**src/rtl/lcd_init_seq_pkg.sv**
```systemverilog
// Shared ILI9341 definitions: panel opcodes, D/CX levels, sequencer states and
// the command-ROM entry layout.
package pkg_ili9341;

  localparam logic HIGH = 1'b1;
  localparam logic LOW  = 1'b0;
  localparam logic ON   = 1'b1;
  localparam logic OFF  = 1'b0;

  localparam logic DC_CMD  = 1'b0;
  localparam logic DC_DATA = 1'b1;

  localparam logic [7:0] CMD_NOP    = 8'h00;
  localparam logic [7:0] CMD_SLPOUT = 8'h11;
  localparam logic [7:0] CMD_PIXFMT = 8'h3A;
  localparam logic [7:0] CMD_MADCTL = 8'h36;
  localparam logic [7:0] CMD_DISPON = 8'h29;

  // Parameter bytes that follow PIXFMT (16 bpp) and MADCTL (MX | BGR).
  localparam logic [7:0] PIXFMT_16BPP = 8'h55;
  localparam logic [7:0] MADCTL_MX_BGR = 8'h48;

  typedef enum logic [3:0] {
    ST_IDLE,
    ST_RST_LO,
    ST_RST_HI,
    ST_RST_WAIT,
    ST_LOAD,
    ST_SEND,
    ST_ACK,
    ST_DELAY,
    ST_DONE
  } state_t;

  typedef struct packed {
    logic       dly;
    logic       dc;
    logic [7:0] data;
  } rom_entry_t;

  function automatic int idx_width(input int n);
    return (n > 1) ? $clog2(n) : 1;
  endfunction

endpackage

```
**src/rtl/lcd_init_seq_rom.sv**
```systemverilog
// Combinational command ROM for the ILI9341 power-up sequence; entries past
// N_CMDS read back as a harmless NOP.
module lcd_init_rom
  import pkg_ili9341::*;
#(
  parameter int N_CMDS = 6,
  parameter int IDX_W  = idx_width(N_CMDS)
) (
  input  logic [IDX_W-1:0] idx_i,
  output rom_entry_t       entry_o
);

  always_comb begin
    entry_o = '{dly: 1'b0, dc: DC_CMD, data: CMD_NOP};
    if (int'(idx_i) < N_CMDS) begin
      case (int'(idx_i))
        0:       entry_o = '{dly: 1'b1, dc: DC_CMD,  data: CMD_SLPOUT};
        1:       entry_o = '{dly: 1'b0, dc: DC_CMD,  data: CMD_PIXFMT};
        2:       entry_o = '{dly: 1'b0, dc: DC_DATA, data: PIXFMT_16BPP};
        3:       entry_o = '{dly: 1'b0, dc: DC_CMD,  data: CMD_MADCTL};
        4:       entry_o = '{dly: 1'b0, dc: DC_DATA, data: MADCTL_MX_BGR};
        5:       entry_o = '{dly: 1'b0, dc: DC_CMD,  data: CMD_DISPON};
        default: entry_o = '{dly: 1'b0, dc: DC_CMD,  data: CMD_NOP};
      endcase
    end
  end

endmodule

```
**src/rtl/lcd_init_seq.sv**
```systemverilog
// ILI9341 power-up sequencer: pulses panel reset low then high, waits a settle
// time, then streams the command ROM to the SPI byte transmitter.
module lcd_init_seq
  import pkg_ili9341::*;
#(
  parameter int N_CMDS   = 6,
  parameter int WAIT_RST = 15,
  parameter int WAIT_SLP = 255
) (
  input  logic       clk,
  input  logic       rst,
  input  logic       i_start,
  output logic       o_reset_ena,
  output logic       o_reset_val,
  input  logic       i_reset_sent,
  output logic       o_spi_ena,
  output logic       o_spi_dc,
  output logic [7:0] o_spi_data,
  input  logic       i_spi_done,
  output logic       o_busy,
  output logic       o_init_done,
  output state_t     o_state
);

  localparam int IDX_W    = idx_width(N_CMDS);
  localparam int WAIT_MAX = (WAIT_RST > WAIT_SLP) ? WAIT_RST : WAIT_SLP;
  localparam int CNT_W    = $clog2(WAIT_MAX + 1);
  localparam logic [IDX_W-1:0] LAST_IDX = IDX_W'(N_CMDS - 1);

  state_t             state_q, state_d;
  logic [IDX_W-1:0]   idx_q, idx_d;
  logic [CNT_W-1:0]   cnt_q, cnt_d;
  logic               reset_ena_q, reset_ena_d;
  logic               reset_val_q, reset_val_d;
  logic               spi_ena_q, spi_ena_d;
  logic               dc_q, dc_d;
  logic [7:0]         data_q, data_d;
  logic               dly_q, dly_d;
  rom_entry_t         rom_entry;

  lcd_init_rom #(.N_CMDS(N_CMDS), .IDX_W(IDX_W)) u_rom (
    .idx_i   (idx_q),
    .entry_o (rom_entry)
  );

  always_ff @(posedge clk) begin
    if (!rst) begin
      state_q     <= ST_IDLE;
      idx_q       <= '0;
      cnt_q       <= '0;
      reset_ena_q <= OFF;
      reset_val_q <= HIGH;
      spi_ena_q   <= OFF;
      dc_q        <= DC_CMD;
      data_q      <= '0;
      dly_q       <= 1'b0;
    end else begin
      state_q     <= state_d;
      idx_q       <= idx_d;
      cnt_q       <= cnt_d;
      reset_ena_q <= reset_ena_d;
      reset_val_q <= reset_val_d;
      spi_ena_q   <= spi_ena_d;
      dc_q        <= dc_d;
      data_q      <= data_d;
      dly_q       <= dly_d;
    end
  end

  // Both downstream links are request/complete: a one-cycle *_ena request is
  // issued on entry to a waiting state, and the FSM stays there until the
  // matching one-cycle completion pulse; completions seen elsewhere are ignored.
  always_comb begin
    state_d     = state_q;
    idx_d       = idx_q;
    cnt_d       = cnt_q;
    reset_ena_d = OFF;
    reset_val_d = reset_val_q;
    spi_ena_d   = OFF;
    dc_d        = dc_q;
    data_d      = data_q;
    dly_d       = dly_q;
    case (state_q)
      ST_IDLE, ST_DONE: begin
        if (i_start) begin
          state_d     = ST_RST_LO;
          idx_d       = '0;
          reset_ena_d = ON;
          reset_val_d = LOW;
        end
      end
      ST_RST_LO: begin
        if (i_reset_sent) begin
          state_d     = ST_RST_HI;
          reset_ena_d = ON;
          reset_val_d = HIGH;
        end
      end
      ST_RST_HI: begin
        if (i_reset_sent) begin
          state_d = ST_RST_WAIT;
          cnt_d   = CNT_W'(WAIT_RST);
        end
      end
      ST_RST_WAIT: begin
        if (cnt_q == '0) state_d = ST_LOAD;
        else             cnt_d   = cnt_q - CNT_W'(1);
      end
      ST_LOAD: begin
        dly_d     = rom_entry.dly;
        dc_d      = rom_entry.dc;
        data_d    = rom_entry.data;
        spi_ena_d = ON;
        state_d   = ST_SEND;
      end
      ST_SEND: state_d = ST_ACK;
      ST_ACK: begin
        if (i_spi_done) begin
          if (dly_q) begin
            state_d = ST_DELAY;
            cnt_d   = CNT_W'(WAIT_SLP);
          end else if (idx_q == LAST_IDX) begin
            state_d = ST_DONE;
          end else begin
            idx_d   = idx_q + IDX_W'(1);
            state_d = ST_LOAD;
          end
        end
      end
      ST_DELAY: begin
        if (cnt_q != '0) begin
          cnt_d = cnt_q - CNT_W'(1);
        end else if (idx_q == LAST_IDX) begin
          state_d = ST_DONE;
        end else begin
          idx_d   = idx_q + IDX_W'(1);
          state_d = ST_LOAD;
        end
      end
      default: state_d = ST_IDLE;
    endcase
  end

  assign o_reset_ena = reset_ena_q;
  assign o_reset_val = reset_val_q;
  assign o_spi_ena   = spi_ena_q;
  assign o_spi_dc    = dc_q;
  assign o_spi_data  = data_q;
  assign o_busy      = (state_q != ST_IDLE) && (state_q != ST_DONE);
  assign o_init_done = (state_q == ST_DONE);
  assign o_state     = state_q;

endmodule

```
**config.mk**
```make
export PLATFORM = sky130hd
export DESIGN_NAME = lcd_init_seq
export DESIGN_NICKNAME = d
export VERILOG_FILES = /design/src/rtl/lcd_init_seq_pkg.sv /design/src/rtl/lcd_init_seq_rom.sv /design/src/rtl/lcd_init_seq.sv
export SDC_FILE = /design/constraint.sdc
export NUM_CORES = 1
export LEC_CHECK = 0
export ABC_AREA = 1
export ABC_CLOCK_PERIOD_IN_PS = 2200
export CAP_MARGIN = 20
export CORE_MARGIN = 2
export CORE_UTILIZATION = 60
export CTS_CLUSTER_DIAMETER = 100
export CTS_CLUSTER_SIZE = 14
export DETAILED_ROUTE_END_ITERATION = 8
export DONT_BUFFER_PORTS = 1
export PLACE_DENSITY = 0.87
export SETUP_SLACK_MARGIN = 0.15
export SLEW_MARGIN = 20
export SYNTH_ARGS = -nofsm -noshare
export SYNTH_HDL_FRONTEND = slang
export SYNTH_SLANG_ARGS = --single-unit
```
**constraint.sdc**
```tcl
create_clock -name clk -period 2.2 [get_ports clk]
set_input_delay 0.22 -clock clk [delete_from_list [all_inputs] [get_ports clk]]
set_output_delay 0.22 -clock clk [all_outputs]
set_load 0.03 [all_outputs]
```
==> results.tsv, run 1 <==
stage	metric	value	unit
status	status	completed	
synth	synth_xor_area_frac	0.0108	
clock_tree	numClockSinks	26	
sta	period_needed	1.87	ns
global_routing	overflow	0	
pwr	power	0.00249	W
synth	ys.flop_type	dfxtp_1	
synth	synthSimpleGateAreaFrac	0.403	
synth	synth_fp_nets	262	
worst_setup_path	critPathTopFamily	flip-flops	
worst_setup_path	crit_path_end	o_init_done	
synth	yosys-top-cells-area	dfxtp_1, nand2_1, nor2_1, nand3_1, ha_1	
routing	wl_per_cell	12.7	µm
hold_path	min_path_type	in -> reg	
sta	timing.final.ws_setup	0.329	ns
floorplanning	die-area	3130	µm²
synth	yosys.area.top_type	dfxtp_1	
global_routing	grt_max_degree	18	
routing	firstDrtPassIters	6	
clock_tree	cts_tree	built	
global_routing	grt_pass1_vias	1373	
worst_setup_path	cp.arrival	1.65	ns
pwr	p_leak	0.818	nW
synth	yosysWarnings	0	
routing	drc	0	
sta	tightest_slew	0.617	ns
clock_tree	cts_max_level	1	
placement	placed_cell_area	1650	µm²
routing	ant_nets	0	
floorplanning	start_util	0.641	
synth	synth.top_cell.area_share	0.322	
synth	synth_compound_area_frac	0.118	
floorplanning	fp.dieW	55.9	µm
synth	async_flop_share	0	
synth	synthMuxAreaShare	0	
worst_setup_path	critPathMaxFanout	5	
sta	tns	0	ns
routing	vias	1566	
floorplanning	pin_count	23	
clock_tree	clk_pin_slew	0.15	ns
worst_setup_path	start_kind	flop	
global_routing	antenna_found_initial	0	
worst_setup_path	cp-end-kind	output port	
final_layout	n_antenna_cell	0	
routing	routed_wl	3590	µm
synth	synthDistinctLibCells	28	
synth	synth_commonest_cells	nand2_1, nor2_1, dfxtp_1, nand3_1, inv_1	
synth	syn_inst	250	
synth	yosysSeqAreaShare	0.322	
synth	synthAdderAreaFrac	0.0541	
floorplanning	core	2520	µm²
synth	syn_area	1620	µm²
sta	clock_skew	0.00142	ns
final_layout	num-nets-final	267	
pwr	p_per_area	1440	nW/µm²
placement	detailed_place_hpwl	2720	µm
placement	port_buffers	0	
worst_setup_path	r2r_cells	8	
sta	grt_setup_unrepaired	false	
clock_tree	worstSkewPairLatency	0.32	ns
synth	avgSynthCellArea	6.47	µm²
routing	drt_first_iter_violations	88	
run	cap_viol_max_count	0	
placement	gp_congestion	0.909	
synth	synth.most_common_cell	nand2_1	
final_layout	n_fill_cell	235	
global_routing	grt_first_pass_wirelength	5810	µm
floorplanning	die_h	55.9	µm
clock_tree	cts_root_buf	clkbuf_4	
final_layout	seqCellArea	520	µm²
floorplanning	num_rows	18	
placement	preCtsSetupSlack	0.483	ns
clock_tree	clock_path_buffers	2	
sta	slew_headroom	0.588	
synth	synth_top_family_by_area	simple AND/OR/NAND/NOR gates	
worst_setup_path	crit_type	reg -> out	
sta	timing.final.setup_violations	0	
worst_setup_path	startpoint	o_state[2]$_SDFFE_PN0P_	
worst_setup_path	r2r_slack	0.45	ns
synth	ys_ff_latch	26	
final_layout	syn_to_final_growth	6.57	%
clock_tree	numCtsBuffers	3	
sta	slew_violations	0	
final_layout	multi_input_area	955	µm²
worst_setup_path	r2r-start	o_state[2]$_SDFFE_PN0P_	
synth	synth_edf_count	0	
final_layout	drive_gt1_frac	0.110	
worst_setup_path	cpMostUsedCell	buf_4	
placement	placedCellCount	278	
final_layout	final_area	1720	µm²
worst_setup_path	slowest_delay	0.63	ns
worst_setup_path	worstPathRequired	1.98	ns
routing	routed_via_density	5.51	
final_layout	stdcell_count	284	
worst_setup_path	slowest_stage	dfxtp_1	
worst_setup_path	path_buf_inv	3	
pwr	ir_drop	1.23	mV
global_routing	track_usage	0.231	
worst_setup_path	r2r-end	cnt_q[2]$_SDFFE_PN0P_	
worst_setup_path	crit_cells	5	
sta	hold_viol	0	
sta	min_period_over_period	0.851	
sta	fmax	0.534	GHz
worst_setup_path	crit_chain	inv_2 > nand2_1 > buf_4 > nor2_1 > buf_4	
-- worst min-delay path by stage --
stage	from	to	slack, ns	depth (start not counted)
final	rst	dly_q$_SDFFE_PN0P_	0.03	2
after floorplan	i_reset_sent	o_reset_val$_SDFFE_PN1P_	0.39	2
after global routing	rst	dly_q$_SDFFE_PN0P_	0.04	2
after CTS	rst	cnt_q[0]$_SDFFE_PN0P_	0.01	2
after global placement	rst	o_reset_val$_SDFFE_PN1P_	0.31	1
after detailed placement	rst	o_reset_val$_SDFFE_PN1P_	0.31	1
-- layout by cell type (no fill, tap or decap), drive strengths merged --
cell type	instances
xor2	1
clkbuf	3
dfxtp	26
nor2	47
a21boi	1
inv	26
nor3	1
buf	5
o31ai	1
bufinv	1
o211ai	2
xnor2	1
nand2	72
o21ai	13
dlygate4sd3	2
nand3	27
a21oi	15
conb	1
clkinv	1
a31oi	1
ha	7
-- flip-flops by register name, summed over array words and instances, names as in the netlist --
| name | flops |
|---|---|
| dly_q | 1 |
| o_reset_ena | 1 |
| o_state | 4 |
| o_reset_val | 1 |
| idx_q | 3 |
| o_spi_data | 7 |
| o_spi_ena | 1 |
| cnt_q | 8 |
-- per-stage QoR --
step	util	hold slack (ns)
after floorplan	-	0.393
after global placement	0.654	0.308
after detailed placement	0.654	0.309
after CTS	0.679	0.0114
after global routing	0.684	0.0438
final	0.684	0.0314
-- kinds of logic (layout without fill, tap and decap cells) --
group / Yosys count / count (layout)
AND/OR/NAND/NOR: 147 / 147
buffers and inverters: 34 / 38
AO/OA/AOI/OAI: 33 / 33
flip-flops: 26 / 26
other: 1 / 1
XOR/XNOR: 2 / 2
adder cells (fa/ha/maj): 7 / 7
-- timing repair --
item                       4_1_cts  5_1_grt
hold buffers                     1        1
hold endpoints to repair         8        1
gates resized for setup          0        1
buffers inserted                 0        0
setup endpoints to repair        0        1
-- worst register-to-register path, cell delays in order, from the launching register on --
cell and delay, ns:
dfxtp_1 0.63, inv_2 0.13, nor2_4 0.24, nand2_4 0.12, nor2_4 0.12, nor2_4 0.05, nand2_2 0.18, nand2_1 0.08
a21oi_1 0.14
-- power by group --
part / internal, W / switching [W] / total [W] / leakage [nW]
combinational: 0.000464 / 0.000896 / 0.00136 / 0.578
sequential: 0.000603 / 0.000188 / 0.000791 / 0.212
clock: 0.000184 / 0.000151 / 0.000335 / 0.0279
total: 0.00125 / 0.00124 / 0.00249 / 0.818
-- metal layers --
metal,wire [µm],GRT usage,vias to the layer above
li1,-,-,796
met5,0,0,-
met1,1590,0.289,715
met4,57,0.0544,0
met3,257,0.0558,6
met2,1690,0.403,49
-- final cells by class --
cell class | instances | area share
clock buffers | 3 | 0.0131
multi-input cells | 190 | 0.554
well taps | 30 | 0.0218
inverters | 27 | 0.0588
flip-flops and latches | 26 | 0.302
clock inverters | 1 | 0.0174
repair buffers | 7 | 0.0334
Note: power is estimated with default switching activity, not from simulation.
==> run 2: changes to the inputs <==
--- a/config.mk
+++ b/config.mk
@@ -5,7 +5,6 @@
 export SDC_FILE = /design/constraint.sdc
 export NUM_CORES = 1
 export LEC_CHECK = 0
-export ABC_AREA = 1
 export ABC_CLOCK_PERIOD_IN_PS = 2200
 export CAP_MARGIN = 20
 export CORE_MARGIN = 2
@@ -14,6 +13,7 @@
 export CTS_CLUSTER_SIZE = 14
 export DETAILED_ROUTE_END_ITERATION = 8
 export DONT_BUFFER_PORTS = 1
+export GPL_ROUTABILITY_DRIVEN = 0
 export PLACE_DENSITY = 0.87
 export SETUP_SLACK_MARGIN = 0.15
 export SLEW_MARGIN = 20
==> run 2 against run 1 <==
Net effect: clock power down 1%; fmax down 0.21%; critical path type is now reg -> reg; utilization fell by 2.2 points; synthesized area down 3.2%; sequential cell count did not move; synthesized cell count shrank 25%; via count shrank 12%; total power shrank 23%; hold slack worse by 0.012 ns.
==> results.tsv, run 2 <==
stage	metric	value	unit
global_routing	grt_first_pass_wirelength	5620	µm
run	cap_viol_max_count	0	
pwr	p_clk_frac	0.173	
routing	routed_via_density	6.43	
synth	synth_fp_nets	200	
pwr	intPower	0.00106	W
placement	placed_cell_area	1550	µm²
floorplanning	die_h	55.1	µm
sta	hold_viol	0	
pwr	p_leak	0.581	nW
sta	clock_skew	0.0111	ns
worst_setup_path	r2r-start	o_state[2]$_SDFFE_PN0P_	
sta	fmax	0.533	GHz
final_layout	layout_common_cells	dfxtp_1, a21oi_1, nand2_1, nor2_1, inv_1	
sta	tightest_slew	0.620	ns
sta	slew_headroom	0.583	
worst_setup_path	crit_path_end	cnt_q[4]$_SDFFE_PN0P_	
floorplanning	num_rows	18	
worst_setup_path	worstPathRequired	2.40	ns
final_layout	final_common_cell	dfxtp_1	
synth	synth.top_cell.area_share	0.332	
clock_tree	cts_tree	built	
global_routing	grt_max_degree	22	
sta	hold_slack	0.0197	ns
hold_path	min_path_type	in -> reg	
worst_setup_path	r2r_slack	0.32	ns
pwr	p_per_area	1160	nW/µm²
synth	synth_commonest_cells	dfxtp_1, a21oi_1, nand2_1, nor2_1, inv_1	
sta	timing.final.setup_violations	0	
placement	placedCellCount	208	
worst_setup_path	start_kind	flop	
clock_tree	cts_root_buf	clkbuf_4	
global_routing	overflow	0	
synth	yosysWarnings	0	
synth	ys_ff_latch	26	
worst_setup_path	critPathMaxFanout	13	
synth	synthSimpleGateAreaFrac	0.233	
status	status	completed	
synth	async_flop_share	0	
worst_setup_path	cp.arrival	2.07	ns
hold_path	hold-path-cell-count	2	
final_layout	n_antenna_cell	0	
worst_setup_path	r2r_cells	4	
synth	synth_edf_count	0	
routing	drc	0	
floorplanning	core	2480	µm²
pwr	p_comb_frac	0.462	
synth	synth_xor_area_frac	0	
placement	detailed_place_hpwl	2520	µm
clock_tree	cts_max_level	1	
pwr	pwr-share-seq	0.364	
synth	yosys-top-cells-area	dfxtp_1, a21oi_1, ha_1, mux2i_1, nand2_1	
global_routing	antenna_found_initial	0	
synth	synthMuxAreaShare	0.0519	
final_layout	drive_gt1_frac	0.109	
pwr	p_sw_frac	0.444	
sta	slew_violations	0	
floorplanning	pin_count	23	
pwr	power_switching	0.000848	W
synth	syn_area	1570	µm²
sta	period_needed	1.88	ns
final_layout	fin_util	0.661	
global_routing	grt_pass1_vias	1277	
sta	min_period_over_period	0.852	
global_routing	track_usage	0.253	
synth	syn_inst	188	
synth	synth_top_family_by_area	compound AO/OA/AOI/OAI gates	
synth	synthDistinctLibCells	48	
synth	avgSynthCellArea	8.33	µm²
final_layout	final_area	1640	µm²
routing	ant_nets	0	
routing	vias	1377	
final_layout	syn_to_final_growth	4.55	%
placement	port_buffers	0	
worst_setup_path	cp-end-kind	flop	
synth	synth_compound_area_frac	0.244	
worst_setup_path	startpoint	o_state[2]$_SDFFE_PN0P_	
worst_setup_path	crit_type	reg -> reg	
final_layout	stdcell_count	214	
synth	yosys.area.top_type	dfxtp_1	
pwr	ir_drop	0.780	mV
synth	ys.flop_type	dfxtp_1	
synth	synthAdderAreaFrac	0.0559	
final_layout	largest_register_ffs	8	
final_layout	largest_register	cnt_q	
clock_tree	clock_path_buffers	2	
final_layout	num-nets-final	197	
routing	drt_first_iter_violations	52	
sta	tns	0	ns
routing	firstDrtPassIters	4	
clock_tree	numClockSinks	26	
floorplanning	die-area	3040	µm²
routing	routed_wl	3610	µm
synth	synth.most_common_cell	dfxtp_1	
floorplanning	fp.dieW	55.1	µm
clock_tree	numCtsBuffers	3	
sta	grt_setup_unrepaired	false	
worst_setup_path	r2r-end	cnt_q[4]$_SDFFE_PN0P_	
clock_tree	clk_pin_slew	0.14	ns
routing	wl_per_cell	16.9	µm
floorplanning	start_util	0.632	
synth	yosysSeqAreaShare	0.332	
clock_tree	worstSkewPairLatency	0.33	ns
==> run 2: cell types whose count changed after synthesis, sizes merged, moves of 5 or more <==
| cell | before | now |
|---|---|---|
| nand2 | 72 | 17 |
| nor3 | 1 | 6 |
| nor2 | 47 | 12 |
| o21ai | 13 | 6 |
| o311ai | 0 | 6 |
| mux2i | 0 | 7 |
| buf | 5 | 10 |
| nand3 | 27 | 7 |
| inv | 26 | 10 |
==> run 2: worst max-delay path, cell delays in order, from the launching register on <==
cell	delay [ns]
dfxtp_1	0.60
mux2_2	0.42
o221ai_2	0.33
or2_1	0.28
o31ai_1	0.12
==> run 2: layer usage <==
layer | share of wire | vias to the layer above | global-route usage
li1 | - | 674 | -
met1 | 0.44 | 642 | 0.342
met5 | 0 | - | 0
met2 | 0.48 | 57 | 0.407
met3 | 0.066 | 4 | 0.0376
met4 | 0.0075 | 0 | 0.0935
==> run 2: how the worst min path moves through the flow <==
stage,slack [ns],end,startpoint
after floorplan,0.43,o_reset_ena$_SDFF_PN0_,i_start
after global placement,0.31,o_reset_val$_SDFFE_PN1P_,rst
after detailed placement,0.31,o_reset_val$_SDFFE_PN1P_,rst
after CTS,0.01,o_state[1]$_SDFFE_PN0P_,rst
after global routing,0.005,cnt_q[1]$_SDFFE_PN0P_,rst
final,0.02,cnt_q[1]$_SDFFE_PN0P_,rst
==> run 2: power by group through the flow <==
stage / registers (W) / logic (W) / clock network (W)
floorplan: 0.000713 / 0.000720 / 0
global placement: 0.000696 / 0.000807 / 0
detailed placement: 0.000699 / 0.000841 / 0
CTS: 0.000691 / 0.000854 / 0.000336
global route: 0.000705 / 0.000949 / 0.000359
finish: 0.000695 / 0.000882 / 0.000331
==> run 2: final cells by class <==
class	count	area [µm²]
Timing Repair Buffer	6	50.0
Clock buffer	3	22.5
Clock inverter	1	30.0
Inverter	11	41.3
Multi-Input combinational cell	137	936
Tap cell	30	37.5
Sequential cell	26	520
Fill cell	206	840
==> run 2: cells by family (layout without fill, tap and decap cells) <==
kind of cell | after synthesis | after routing
AO/OA/AOI/OAI | 55 | 55
AND/OR/NAND/NOR | 66 | 66
adder cells (fa/ha/maj) | 7 | 7
buffers and inverters | 25 | 21
other | 1 | 1
flip-flops | 26 | 26
multiplexers | 8 | 8
==> run 2: through the flow <==
step                      power [W]  setup slack [ns]
final                       0.00191             0.325
after global routing        0.00201             0.244
after CTS                   0.00188             0.195
after detailed placement    0.00154            0.0957
after global placement      0.00150             0.262
after floorplan             0.00143             0.460
==> run 2: repair_timing <==
action                     in CTS  in global routing
gates resized for setup         1                  2
pin swaps                       0                  0
hold buffers                    1                  1
setup endpoints to repair       1                  8
hold endpoints to repair        1                  2
buffers inserted                0                  0
==> run 3: changes to the inputs <==
--- a/config.mk
+++ b/config.mk
@@ -5,9 +5,10 @@
 export SDC_FILE = /design/constraint.sdc
 export NUM_CORES = 1
 export LEC_CHECK = 0
+export ABC_AREA = 1
 export ABC_CLOCK_PERIOD_IN_PS = 2200
 export CAP_MARGIN = 20
-export CORE_MARGIN = 2
+export CORE_MARGIN = 4
 export CORE_UTILIZATION = 60
 export CTS_CLUSTER_DIAMETER = 100
 export CTS_CLUSTER_SIZE = 14
==> run 3 against run 2 <==
Net effect: combinational power is 55% higher; die area increased by 18%; setup slack improved by 0.049 ns; fmax increased by 2.7%; largest power group unchanged; register-to-register slack better by 0.27 ns; first-iteration DRC count rose by 71%; global-route usage is 4.4 points lower; utilization up 2.4 points; clock skew fell by 0.0047 ns; critical path depth rose by 1; total power rose by 30%.
==> results.tsv, run 3 (same netlist as run 1, synthesis figures left out) <==
stage	metric	value	unit
status	status	completed	
global_routing	grt_max_degree	18	
routing	routed_via_density	5.36	
sta	hold_viol	0	
final_layout	final_common_cell	nand2_1	
floorplanning	die_h	59.9	µm
worst_setup_path	critPathMaxFanout	5	
final_layout	fin_util	0.686	
worst_setup_path	start_kind	flop	
sta	fmax	0.548	GHz
worst_setup_path	worstPathRequired	1.98	ns
worst_setup_path	crit_type	reg -> out	
floorplanning	die-area	3590	µm²
sta	slew_violations	0	
final_layout	drive_gt1_frac	0.118	
worst_setup_path	slowest_stage	dfxtp_1	
sta	grt_setup_unrepaired	false	
clock_tree	clk_pin_slew	0.14	ns
hold_path	min_path_type	in -> reg	
sta	timing.final.setup_violations	0	
sta	slew_headroom	0.576	
hold_path	hold_end	dly_q$_SDFFE_PN0P_	
sta	clock_skew	0.00642	ns
routing	drc	0	
worst_setup_path	slowest_delay	0.41	ns
sta	hold_slack	0.0296	ns
routing	ant_nets	0	
placement	port_buffers	0	
worst_setup_path	r2r-end	cnt_q[1]$_SDFFE_PN0P_	
global_routing	grt_pass1_vias	1296	
pwr	ir_drop	1.02	mV
worst_setup_path	r2r-start	cnt_q[0]$_SDFFE_PN0P_	
clock_tree	numCtsBuffers	3	
pwr	p_leak	0.825	nW
final_layout	largest_register_ffs	8	
global_routing	track_usage	0.208	
worst_setup_path	cp.arrival	1.61	ns
routing	vias	1529	
routing	firstDrtPassIters	4	
placement	detailed_place_hpwl	2620	µm
pwr	power	0.00249	W
worst_setup_path	crit_chain	nor2_2 > nand2_1 > buf_4 > nor2_1 > buf_4	
clock_tree	numClockSinks	26	
hold_path	hold-path-cell-count	2	
worst_setup_path	r2r_slack	0.59	ns
final_layout	n_fill_cell	251	
clock_tree	cts_tree	built	
worst_setup_path	r2r_cells	8	
final_layout	largest_register	cnt_q	
worst_setup_path	cpMostUsedCell	buf_4	
routing	routed_wl	3380	µm
global_routing	overflow	0	
sta	tns	0	ns
clock_tree	cts_max_level	1	
clock_tree	clock_path_buffers	2	
final_layout	syn_to_final_growth	6.88	%
global_routing	antenna_found_initial	0	
final_layout	n_antenna_cell	0	
sta	period_needed	1.83	ns
floorplanning	start_util	0.641	
pwr	p_per_area	1440	nW/µm²
run	cap_viol_max_count	0	
global_routing	grt_first_pass_wirelength	5750	µm
sta	tightest_slew	0.636	ns
floorplanning	fp.dieW	59.9	µm
floorplanning	pin_count	23	
clock_tree	worstSkewPairLatency	0.33	ns
clock_tree	cts_root_buf	clkbuf_4	
routing	drt_first_iter_violations	89	
final_layout	num-nets-final	268	
hold_path	worstHoldStart	rst	
routing	wl_per_cell	11.8	µm
final_layout	layout_common_cells	nand2_1, nor2_1, nand3_1, dfxtp_1, inv_1	
worst_setup_path	cp-end-kind	output port	
floorplanning	core	2520	µm²
floorplanning	num_rows	18	
sta	min_period_over_period	0.830	
## run 3: worst max-delay path by stage
| stage | startpoint | end | cells after the start |
|---|---|---|---|
| final | o_state[0]$_SDFFE_PN0P_ | o_init_done | 5 |
| after global routing | o_state[0]$_SDFFE_PN0P_ | o_init_done | 5 |
| after CTS | o_state[0]$_SDFFE_PN0P_ | o_init_done | 5 |
| after detailed placement | cnt_q[0]$_SDFFE_PN0P_ | cnt_q[4]$_SDFFE_PN0P_ | 9 |
| after global placement | idx_q[1]$_SDFFE_PN0P_ | idx_q[1]$_SDFFE_PN0P_ | 8 |
| after floorplan | o_state[0]$_SDFFE_PN0P_ | o_init_done | 3 |
## run 3: layout make-up
type | instances | area [µm²] | area share
Clock inverter | 1 | 30.0 | 0.0174
Sequential cell | 26 | 520 | 0.301
Multi-Input combinational cell | 190 | 955 | 0.552
Tap cell | 30 | 37.5 | 0.0217
Inverter | 27 | 101 | 0.0586
Timing Repair Buffer | 8 | 62.6 | 0.0362
Clock buffer | 3 | 22.5 | 0.0130
## run 3: timing repair
item | in CTS | in global routing
hold endpoints to repair | 9 | 0
resized for setup | 0 | 1
buffers inserted | 0 | 0
endpoints found under the setup margin | 0 | 1
hold buffers | 1 | 0
## run 3: stage by stage
step	instance area, µm²	worst slack (ns)	std cells
floorplan	1620	0.450	250
global placement	1660	0.664	280
detailed placement	1660	0.606	280
CTS	1730	0.271	285
global route	1730	0.254	285
finish	1730	0.374	285
## run 3: per-layer routing
layer	part of all wire	track usage	vias to the layer above
met2	0.44	0.318	49
li1	-	-	798
met3	0.068	0.0346	5
met4	0.014	0.0759	0
met1	0.48	0.293	677
met5	0	0	-
## run 3: worst max-delay path: cells and delay by family, from the launching register on
| kind | cells | cell delay [ns] |
|---|---|---|
| buffers and inverters | 2 | 0.37 |
| flip-flops | 1 | 0.41 |
| AND/OR/NAND/NOR | 3 | 0.49 |
## run 3: power by group
part           internal (W)  switching [W]
Clock              0.000184       0.000146
Combinational      0.000466       0.000900
Sequential         0.000603       0.000185
